[src/rtl/vend_pkg.sv]
`default_nettype none
// ------------------------------------------------------------------
// vend_pkg : shared types, coin encodings and unit values for vending
// Rev 1.0
// ------------------------------------------------------------------
package vend_pkg;

  typedef enum logic [1:0] {
    S_IDLE    = 2'd0,
    S_COLLECT = 2'd1,
    S_VEND    = 2'd2,
    S_CHANGE  = 2'd3
  } state_t;

  localparam logic [2:0] COIN_N = 3'b100;
  localparam logic [2:0] COIN_D = 3'b010;
  localparam logic [2:0] COIN_Q = 3'b001;

  // Coin values in 5-cent units.
  localparam logic [2:0] VAL_N = 3'd1;
  localparam logic [2:0] VAL_D = 3'd2;
  localparam logic [2:0] VAL_Q = 3'd5;

  function automatic logic coin_valid(input logic [2:0] coin);
    return (coin == COIN_N) || (coin == COIN_D) || (coin == COIN_Q);
  endfunction

  function automatic logic [2:0] coin_value(input logic [2:0] coin);
    case (coin)
      COIN_N:  return VAL_N;
      COIN_D:  return VAL_D;
      COIN_Q:  return VAL_Q;
      default: return 3'd0;
    endcase
  endfunction

endpackage
`default_nettype wire

[src/rtl/vend_stock.sv]
`default_nettype none
// ------------------------------------------------------------------
// vend_stock : per-channel saturating stock counters with empty flags
// Rev 1.0
// ------------------------------------------------------------------
module vend_stock #(
  parameter int NUM_PROD  = 4,
  parameter int STOCK_MAX = 7,
  parameter int IW        = 2
) (
  input  logic                clk,
  input  logic                rst,
  input  logic                dec,
  input  logic [IW-1:0]       dec_idx,
  input  logic                restock,
  input  logic [IW-1:0]       restock_idx,
  output logic [NUM_PROD-1:0] has_stock,
  output logic [NUM_PROD-1:0] empty
);

  localparam int SW = $clog2(STOCK_MAX + 1);
  localparam logic [SW-1:0] FULL = SW'(STOCK_MAX);

  logic [NUM_PROD-1:0][SW-1:0] cnt;

  // Restock has priority over a same-cycle decrement of the same channel.
  always_ff @(posedge clk or posedge rst) begin
    if (rst) begin
      for (int i = 0; i < NUM_PROD; i++) begin
        cnt[i]   <= FULL;
        empty[i] <= 1'b0;
      end
    end else begin
      for (int i = 0; i < NUM_PROD; i++) begin
        if (restock && (restock_idx == IW'(i))) begin
          cnt[i] <= FULL;
        end else if (dec && (dec_idx == IW'(i)) && (cnt[i] != '0)) begin
          cnt[i] <= cnt[i] - SW'(1);
        end
        empty[i] <= (cnt[i] == '0);
      end
    end
  end

  always_comb begin
    has_stock = '0;
    for (int i = 0; i < NUM_PROD; i++) begin
      has_stock[i] = (cnt[i] != '0);
    end
  end

endmodule
`default_nettype wire

[src/rtl/vend_ctrl_mp.sv]
`default_nettype none
// ------------------------------------------------------------------
// vend_ctrl_mp : multi-product vending controller, credit and change FSM
// Rev 1.0
// ------------------------------------------------------------------
module vend_ctrl_mp
  import vend_pkg::*;
#(
  parameter int PRICE      = 25,
  parameter int MAX_CREDIT = 50,
  parameter int NUM_PROD   = 4,
  parameter int STOCK_MAX  = 7,
  parameter int AUTO_VEND  = 0,
  localparam int IW = (NUM_PROD > 1) ? $clog2(NUM_PROD) : 1,
  localparam int CW = $clog2(MAX_CREDIT / 5 + 1)
) (
  input  logic                clk,
  input  logic                rst,
  input  logic [2:0]          coin_in,
  input  logic                sel_valid,
  input  logic [IW-1:0]       sel_idx,
  input  logic                cancel,
  input  logic                restock,
  input  logic [IW-1:0]       restock_idx,
  output logic                dis,
  output logic [IW-1:0]       dis_idx,
  output logic                chg_n,
  output logic                chg_d,
  output logic                coin_rej,
  output logic                sel_err,
  output logic                busy,
  output logic [CW-1:0]       credit,
  output logic [NUM_PROD-1:0] empty
);

  localparam logic [CW-1:0]   PRICE_U = CW'(PRICE / 5);
  localparam logic [CW+2:0]   MAX_U   = (CW + 3)'(MAX_CREDIT / 5);

  state_t              state, state_nxt;
  logic [CW-1:0]       credit_nxt;
  logic                dis_nxt, chg_n_nxt, chg_d_nxt, coin_rej_nxt, sel_err_nxt;
  logic [IW-1:0]       dis_idx_nxt;
  logic                go_vend, coin_ok;
  logic [CW+2:0]       sum;
  logic [NUM_PROD-1:0] has_stock;
  logic [2**IW-1:0]    stock_ok;

  // Out-of-range selections land on padding bits that read as out of stock.
  always_comb begin
    stock_ok                = '0;
    stock_ok[NUM_PROD-1:0]  = has_stock;
  end

  assign coin_ok = coin_valid(coin_in);
  assign sum     = (CW + 3)'(credit) + (CW + 3)'(coin_value(coin_in));

  always_comb begin
    state_nxt    = state;
    credit_nxt   = credit;
    dis_nxt      = 1'b0;
    dis_idx_nxt  = dis_idx;
    chg_n_nxt    = 1'b0;
    chg_d_nxt    = 1'b0;
    coin_rej_nxt = 1'b0;
    sel_err_nxt  = 1'b0;
    go_vend      = 1'b0;

    if ((coin_in != 3'b000) && !coin_ok) begin
      coin_rej_nxt = 1'b1;
    end

    case (state)
      S_IDLE, S_COLLECT: begin
        // Selection is judged on registered credit, ahead of any same-cycle coin.
        if (cancel && (state == S_COLLECT)) begin
          state_nxt = S_CHANGE;
        end else if (sel_valid) begin
          if ((credit >= PRICE_U) && stock_ok[sel_idx]) begin
            go_vend     = 1'b1;
            dis_idx_nxt = sel_idx;
          end else begin
            sel_err_nxt = 1'b1;
          end
        end else if ((AUTO_VEND != 0) && (state == S_COLLECT) &&
                     (credit >= PRICE_U) && stock_ok[0]) begin
          go_vend     = 1'b1;
          dis_idx_nxt = '0;
        end

        if (go_vend) begin
          state_nxt = S_VEND;
          dis_nxt   = 1'b1;
        end

        if (coin_ok) begin
          if ((state_nxt == S_VEND) || (state_nxt == S_CHANGE) || (sum > MAX_U)) begin
            coin_rej_nxt = 1'b1;
          end else begin
            credit_nxt = sum[CW-1:0];
            state_nxt  = S_COLLECT;
          end
        end
      end

      S_VEND: begin
        if (coin_in != 3'b000) coin_rej_nxt = 1'b1;
        credit_nxt = credit - PRICE_U;
        state_nxt  = (credit == PRICE_U) ? S_IDLE : S_CHANGE;
      end

      S_CHANGE: begin
        if (coin_in != 3'b000) coin_rej_nxt = 1'b1;
        if (credit >= CW'(2)) begin
          chg_d_nxt  = 1'b1;
          credit_nxt = credit - CW'(2);
        end else if (credit != '0) begin
          chg_n_nxt  = 1'b1;
          credit_nxt = credit - CW'(1);
        end
        if (credit_nxt == '0) state_nxt = S_IDLE;
      end

      default: state_nxt = S_IDLE;
    endcase
  end

  always_ff @(posedge clk or posedge rst) begin
    if (rst) begin
      state <= S_IDLE;
    end else begin
      state <= state_nxt;
    end
  end

  always_ff @(posedge clk or posedge rst) begin
    if (rst) begin
      credit   <= '0;
      dis      <= 1'b0;
      dis_idx  <= '0;
      chg_n    <= 1'b0;
      chg_d    <= 1'b0;
      coin_rej <= 1'b0;
      sel_err  <= 1'b0;
      busy     <= 1'b0;
    end else begin
      credit   <= credit_nxt;
      dis      <= dis_nxt;
      dis_idx  <= dis_idx_nxt;
      chg_n    <= chg_n_nxt;
      chg_d    <= chg_d_nxt;
      coin_rej <= coin_rej_nxt;
      sel_err  <= sel_err_nxt;
      busy     <= (state_nxt == S_VEND) || (state_nxt == S_CHANGE);
    end
  end

  // dis_idx holds the vending channel through the VEND cycle.
  vend_stock #(
    .NUM_PROD  (NUM_PROD),
    .STOCK_MAX (STOCK_MAX),
    .IW        (IW)
  ) u_stock (
    .clk         (clk),
    .rst         (rst),
    .dec         (state == S_VEND),
    .dec_idx     (dis_idx),
    .restock     (restock),
    .restock_idx (restock_idx),
    .has_stock   (has_stock),
    .empty       (empty)
  );

endmodule
`default_nettype wire

[config.mk]
export PLATFORM = sky130hd
export DESIGN_NAME = vend_ctrl_mp
export DESIGN_NICKNAME = d
export VERILOG_FILES = /design/src/rtl/vend_pkg.sv /design/src/rtl/vend_stock.sv /design/src/rtl/vend_ctrl_mp.sv
export SDC_FILE = /design/constraint.sdc
export NUM_CORES = 1
export LEC_CHECK = 0
export CAP_MARGIN = 20
export CELL_PAD_IN_SITES_DETAIL_PLACEMENT = 1
export CELL_PAD_IN_SITES_GLOBAL_PLACEMENT = 2
export CORE_MARGIN = 2
export CORE_UTILIZATION = 33
export CTS_CLUSTER_SIZE = 40
export DETAILED_ROUTE_END_ITERATION = 6
export GPL_ROUTABILITY_DRIVEN = 0
export MAX_ROUTING_LAYER = met4
export PLACE_DENSITY_LB_ADDON = 0.1
export SKIP_CTS_REPAIR_TIMING = 1
export SLEW_MARGIN = 25
export SYNTH_ARGS = -nofsm -noshare
export SYNTH_HDL_FRONTEND = slang
export SYNTH_SLANG_ARGS = --single-unit
[constraint.sdc]
create_clock -name clk -period 2.65 [get_ports clk]
set_input_delay 0.3975 -clock clk [delete_from_list [all_inputs] [get_ports clk]]
set_output_delay 0.3975 -clock clk [all_outputs]
set_load 0.05 [all_outputs]
# Yosys cells after proc, flatten, opt, wreduce, memory -nomap -nowiden
# Cells that the tools add are included.
# classes
n_addsub	8
order_cmp	4
n_eq_ne	19
mux	45
bitwise	1
n_reduce_logical	43
# op_table
op	count
$mux 3	8
$eq 2x2->1 const B	10
$mux 1	20
$mux 4	5
$logic_and 1x1->1	15
$reduce_bool 3->1	5
$mux 2	7
$logic_not 3->1	4
$pmux 4 s3	1
$sub 3x1->3 const B	4
$pmux 3 s3	1
$reduce_bool 2->1	4
$eq 2x1->1 const B	3
$logic_not 2->1	3
$pmux 2 s3	1
$add 4x3->5	1
$gt 5x4->1 const B	1
$logic_or 1x1->1	5
$eq 4x3->1 const B	1
$ge 4x2->1 const B	1
$ge 4x3->1 const B	1
$logic_not 4->1	1
$ne 2x2->1 const B	2
$reduce_and 4->1	1
14 further kinds	15
# word_totals
reg_bits	30
in_bits	12
out_inout_bits	16
word_cells	134

# Depth between registers and ports, before layout
# depth
depth_word	18
depth_mapped	10
ltp_nobuf	10

# Hierarchy
# Synthesis repeated with hierarchy kept, for this count alone.
# hier_totals
cells_unflattened	205
hier_area_um2	2053.2
# modules_own_cells
mod	n_inst	cells_per_inst	area_per_inst_um2	seq_area_each_um2
vend_ctrl_mp	1	119	1136.1	325.3
vend_stock	1	86	917.1	415.4

# Worst setup path before layout
# No wires, ideal clock.
# synth_path
kind	reg-to-reg
start	reg credit[1]
end	reg credit[3]
setup_ns	0.126
arrival_ns	2.479
required_time_ns	2.524
setup_slack_ns	0.045
path_stages_with_launch	7
path_buffers	0
synth_period_minus_slack_ns	2.605
path_cell_list	dfrtp_1 inv_1 fa_1 nand2b_1 a211oi_1 nor3_1 o311a_1
# synth_between
elab_chain_len	13
word_cells_on_any_way	27
classes_between	add/sub (4); order compare (3); eq/ne (3); mux (12); reduce/logical (5)
# synth_rtl
element	line_no	source
from (decl)	vend_ctrl_mp.sv:32	output logic [CW-1:0] credit,
from (signal assigned)	vend_ctrl_mp.sv:146	credit <= credit_nxt;
$ge 4x3->1	vend_ctrl_mp.sv:78	if ((credit >= PRICE_U) && stock_ok[sel_idx]) begin
$logic_and 1x1->1	vend_ctrl_mp.sv:78	
$mux 1	vend_ctrl_mp.sv:78	
$mux 1	vend_ctrl_mp.sv:77	end else if (sel_valid) begin
$mux 1	vend_ctrl_mp.sv:75	if (cancel && (state == S_COLLECT)) begin
$mux 1	vend_ctrl_mp.sv:72	case (state)
$mux 2	vend_ctrl_mp.sv:90	if (go_vend) begin
$mux 2	vend_ctrl_mp.sv:72	
$eq 2x2->1	vend_ctrl_mp.sv:96	if ((state_nxt == S_VEND) || (state_nxt == S_CHANGE) || (sum > MAX_U)) begin
$logic_or 1x1->1 (2 in series)	vend_ctrl_mp.sv:96	
$ne 2x2->1 (no source line)	n/a	
$reduce_and 2->1 (no source line)	n/a	
# Several ways; a longest one is shown, not always the timed one. The select of a mux whose other input is x is not followed.
# A chain may end at the register's enable or synchronous reset.

# Worst setup path in the final report
# layout_path
start	in coin_in[1]
end	reg credit[2]
# layout_between
elab_chain_len	7
word_cells_on_any_way	15
classes_between	add/sub (1); order compare (1); eq/ne (5); mux (4); reduce/logical (4)
# layout_rtl
element	line_no	source
from (decl)	vend_ctrl_mp.sv:19	input logic [2:0] coin_in,
$eq 3x1->1, or another cell as far along	vend_pkg.sv:25, vend_pkg.sv:29	
$pmux 3 s3	vend_pkg.sv:29	case (coin)
$add 4x3->5	vend_ctrl_mp.sv:55	assign sum = (CW + 3)'(credit) + (CW + 3)'(coin_value(coin_in));
$gt 5x4->1	vend_ctrl_mp.sv:96	
$logic_or 1x1->1	vend_ctrl_mp.sv:96	
$ne 2x2->1 (no source line)	n/a	
$reduce_and 2->1 (no source line)	n/a	
# Several ways; a longest one is shown, not always the timed one. The select of a mux whose other input is x is not followed.

==> flow_summary_export.csv <==
group,metric,value,unit
status,outcome,"complete, no violations",
sta,fin_skew,0.00888,ns
placement,hpwl,3940,um
sta,finalCritPeriodShare,94.7,%
setup_path,crit_fanout,4,
floorplan,coreArea,5540,um^2
global_route,grt_pass1_vias,1777,
synthesis,ys_warn_count,0,
finish,fillers,640,
clock_network,root_buffer,"clkbuf_8",
power,p_leak,1.14,nW
global_route,top_usage_layer,"met2",
sta,clock.fmax,399,MHz
clock_network,cts.clk_slew.worst_paths,0.07,ns
sta,hold_viol_final,0,
sta,worst_pin_slew,0.520,ns
sta,rsz0062_at_grt,"false",
clock_network,cts_made_buffers,5,
power,ir_worst_vdd,0.400,mV
drt,postRouteAntennaNets,0,
synthesis,ys_ff_latch,29,
placement,pre_cts_ws,-0.288,ns
drt,num_vias,1651,
setup_path,r2r_slack,0.20,ns
sta,slew_violations,0,
synthesis,synth.yosys.seq_area_share,38.9,%
global_route,met2_usage,30.3,%
synthesis,async_reset_ff_share,100,%
finish,final-seq-area,741,um^2
finish,area_delta_synth_final,32.6,%
floorplan,die_h,80.0,um
finish,n_antenna_cell,0,
global_route,use_met3,3.05,%
synthesis,yosysUniqueCellTypes,50,
clock_network,cts_tree,"built",
clock_network,cts.sinks,29,
setup_path,r2r_cells,8,
drt,drtPass1Iterations,4,
min_path,hold_class,"primary input to async pin",
setup_path,rr_endpoint,"credit[2]",
setup_path,cp-start-kind,"primary input",
drt,via_per_inst,5.13,
floorplan,row_count,27,
sta,fin_ws,0.141,ns
flow_run,drv_cap,0,
floorplan,fp.dieW,80.0,um
setup_path,end_kind,"flip-flop",
synthesis,synth-edff-count,0,
floorplan,initial_core_util,34.4,%
power,power_density,1130,nW/um^2
clock_network,htree_levels,2,
drt,totalWireLength,5140,um
placement,numPortBuffers,27,
global_route,gr-total-overflow,0,
synthesis,syn_inst,204,
clock_network,clock_path_buffers,2,
finish,drive_gt1_share,19.6,%
sta,period_minus_slack,2.51,ns
sta,max-slew-margin-rel,65.2,%
floorplan,die_area,6390,um^2
finish,nNetsFinal,280,
global_route,use_met1,21.8,%
finish,final_cell_mix,"nand2_1, clkdlybuf4s50_1, inv_1, ha_1, dfrtp_1",
setup_path,arrival,2.71,ns
setup_path,setup.worst_path.class,"primary input to flip-flop",
finish,final_common_cell,"nand2_1",
sta,hold_slack,0.489,ns
global_route,grt_max_degree,30,
drt,drc_errors,0,
global_route,grt_first_pass_wirelength,8620,um
synthesis,ys.flop_type,"dfrtp_1",
setup_path,worstPathRequired,2.85,ns
synthesis,syn-num-nets,235,
synthesis,synth.avg_cell_area,9.33,um^2
drt,wl_per_cell,16.0,um
global_route,track_usage,17.8,%
clock_network,insertion_delay,0.28,ns
drt,drt_first_iter_violations,36,
synthesis,syn-cell-area,1900,um^2
global_route,antenna_found_initial,0,
sta,setup_viol,0,
floorplan,io-pin-count,28,
finish,multiInputGateArea,1120,um^2
setup_path,r2r_start,"credit[0]",
-- flip-flops by register name, summed over array words and instances, names as in the netlist --
signal         cells
u_stock.cnt       12
credit             4
u_stock.empty      4
dis_idx            2
busy               1
chg_d              1
chg_n              1
coin_rej           1
dis                1
sel_err            1
state              1
-- through the flow --
stage                     cell area, um^2  instances  setup TNS [ns]  utilization, %  power [mW]
after detailed placement             2360        314           -1.36            42.6        2.33
after global routing                 2520        322               0            45.6        3.06
final                                2520        322               0            45.6        2.85
after floorplan                      1900        204               0               -        1.78
after CTS                            2480        322         -0.0158            44.7        2.82
after global placement               2360        314          -0.589            42.6        2.25
-- layout make-up --
class / count / area share [%]
multi-input combinational: 153 / 44.5
tap: 72 / 3.57
inverter: 18 / 2.68
clock inverter: 1 / 1.19
sequential: 29 / 29.3
clock buffer: 7 / 3.42
timing repair buffer: 42 / 15.4
-- power by group --
part           total, mW  internal, mW  leakage, nW  switching (mW)
registers          0.781         0.605        0.337           0.176
logic               1.60         0.660        0.748           0.936
clock network      0.477         0.306       0.0585           0.170
-- cells by family (layout without fill, tap and decap cells) --
| logic type | after synthesis | after routing | synth area share, % |
|---|---|---|---|
| mux | 2 | 2 | 1.18 |
| compound gates | 37 | 37 | 13.3 |
| flops | 29 | 29 | 38.9 |
| simple gates | 80 | 80 | 22.5 |
| buf+inv | 22 | 68 | 4.40 |
| xor+xnor | 15 | 15 | 6.90 |
| fa+ha+maj | 19 | 19 | 12.9 |
-- Yosys cell counts, drive strengths merged (2+ instances only) --
cell type  number  area [um^2]
a21boi          2         15.0
a21oi           8         40.0
clkbuf          3         11.3
dfrtp          17          425
dfstp          12          315
ha             18          225
inv            18         67.6
mux2            2         22.5
nand2          27          101
nand2b          4         25.0
nand3           6         30.0
nand3b          4         30.0
nand4           2         12.5
nor2           12         45.0
nor2b           4         25.0
nor3            7         35.0
nor3b           3         22.5
nor4            2         18.8
o211ai          2         15.0
o21ai           7         35.0
o22ai           2         12.5
o31ai           2         15.0
or3             2         17.5
or3b            2         17.5
xnor2           8         70.1
xor2            7         61.3
-- worst max-delay path: stages --
cell	delay (ns)
clkdlybuf4s50_1	0.46
nor2_1	0.13
ha_2	0.19
inv_1	0.05
fa_2	0.53
nand2b_4	0.13
a211oi_2	0.09
buf_4	0.16
o41a_1	0.39
a22oi_1	0.16
-- metal layers --
layer  share of wire, %  up-vias
met4               0.86        0
met5                  0        -
met2                 51       24
met3                2.3        5
met1                 46      827
li1                   -      795
-- how the worst max path moves through the flow --
stage	from	endpoint	depth (start not counted)
final	coin_in[1]	credit[2]	10
after global routing	coin_in[1]	credit[2]	10
after CTS	coin_in[2]	credit[0]	10
after detailed placement	coin_in[2]	credit[0]	10
after global placement	coin_in[2]	credit[3]	10
after floorplan	credit[1]	credit[3]	6
No activity file was read; power rests on OpenSTA's default activity.
==> variant (same flow settings) <==
The parameter `AUTO_VEND` goes from 0 to 1.
--- a/src/rtl/vend_ctrl_mp.sv
+++ b/src/rtl/vend_ctrl_mp.sv
@@ -11,5 +11,5 @@
   parameter int NUM_PROD   = 4,
   parameter int STOCK_MAX  = 7,
-  parameter int AUTO_VEND  = 0,
+  parameter int AUTO_VEND  = 1,
   localparam int IW = (NUM_PROD > 1) ? $clog2(NUM_PROD) : 1,
   localparam int CW = $clog2(MAX_CREDIT / 5 + 1)
Check against the original RTL: not equivalent (a bounded check fails within 4 cycles, from zero or initial values and one cycle with rst high).
==> variant against the original RTL <==
  * Die area down 2.7%
  * Wire length down 3.9%
  * Final cell count down 3.4%
  * Synthesized area down 2.8%
  * Sequential cell count unchanged
  * Design area down 3.6%
  * Fmax down 2.9%
  * Hold slack better by 0.0041 ns
  * Total power down 13%
  * Critical path depth down 3
  * Utilization down 1.1 points
  * Clock skew down 0.0051 ns
  * Worst setup slack worse by 0.074 ns
==> variant: results (changes against the original RTL) <==
stage,metric,value,unit,change
logic_synthesis,post-synthesis sequential area ratio,40.0,%,was 38.9%
timing,Max Fclk,387,MHz,was 399 MHz
critical_path,slowest CP cell,dfstp_2,,was fa_2
logic_synthesis,number of library cell types mapped by synthesis,46,,was 50
timing,Layout Skew,0.00381,ns,was 0.00888 ns
global_routing,vias in the first global route,1732,,was 1777
power_and_ir_drop,"Power, Total",2.48,mW,was 2.85 mW
logic_synthesis,Synth Net Count,221,,was 235
drt,initial DRC count,62,,was 36
power_and_ir_drop,Peak VDD IR,0.652,mV,was 0.400 mV
run_status,outcome,completed,,unchanged
critical_path,"CP delay by family, top",multiplexers,,was adder cells
logic_synthesis,most frequent cells after synthesis,"inv_1 (22), nand2_1 (21), ha_1 (18)",,"was nand2_1 (27), ha_1 (18), inv_1 (18)"
placement,Area after DPL,2330,µm²,was 2360 µm²
logic_synthesis,Synth area leaders,"dfrtp_1 (23%), dfstp_2 (17%), ha_1 (12%)",,"was dfrtp_1 (22%), dfstp_2 (17%), ha_1 (12%)"
logic_synthesis,compound-gate portion of the synthesized area,14.7,%,was 13.3%
finish,fillers,634,,was 640
power_and_ir_drop,Comb. pwr,1.36,mW,was 1.60 mW
critical_path,RR Endpoint,credit[3],,was credit[2]
timing,Worst Tran Pin Value,0.505,ns,was 0.520 ns
power_and_ir_drop,Switching Share,43.9,%,was 44.9%
placement,dpl hpwl,3.97,mm,was 3.94 mm
critical_path,flop-to-flop setup slack,0.07,ns,was 0.20 ns
placement,placed cell count,303,,was 314
critical_path,FF-to-FF Start,u_stock.cnt[0],,was credit[0]
drt,routed len/inst,15.9,µm,was 16.0 µm
critical_path,Critical Path AT,2.75,ns,was 2.71 ns
drt,DR vias,1573,,was 1651
timing,WHS,0.493,ns,was 0.489 ns
logic_synthesis,Synth Area in XOR/XNOR,5.21,%,was 6.90%
logic_synthesis,Post-Syn Instances,190,,was 204
power_and_ir_drop,Flop pwr share,30.4,%,was 27.4%
global_routing,first-pass GRT wire length,8.41,mm,was 8.62 mm
placement,Placement Setup Slack,-0.353,ns,was -0.288 ns
critical_path,reg2reg path depth,7,,was 8
finish,"non-filler cells, final",311,,was 322
logic_synthesis,Post-Synth Adder-Cell Area,13.3,%,was 12.9%
logic_synthesis,top-count cell post-synth,inv_1,,was nand2_1
critical_path,Critical Path Max Stage Delay,0.51,ns,was 0.53 ns
[variant: worst max-delay path by stage]
| stage | to | cells after the start | start |
|---|---|---|---|
| global placement | credit[3] | 11 | coin_in[2] |
| detailed placement | credit[3] | 9 | coin_in[2] |
| finish | credit[3] | 7 | u_stock.cnt[0] |
| global route | credit[3] | 7 | u_stock.cnt[0] |
| CTS | credit[3] | 9 | coin_in[2] |
| floorplan | credit[3] | 7 | u_stock.cnt[0] |
[variant: layout make-up]
| class | count | share of cell area (%) |
|---|---|---|
| multi-input cells | 135 | 41.9 |
| well taps | 72 | 3.70 |
| clock buffers | 8 | 3.70 |
| inverters | 22 | 3.39 |
| flip-flops and latches | 29 | 30.4 |
| repair buffers | 45 | 16.9 |
[variant: routing by layer]
metal | GRT usage, % | part of all wire (%) | up-vias
met5 | - | 0 | -
met4 | 5.69 | 1.5 | 0
met3 | 3.52 | 2.3 | 5
met2 | 32.3 | 53 | 22
met1 | 20.8 | 43 | 787
li1 | - | - | 759
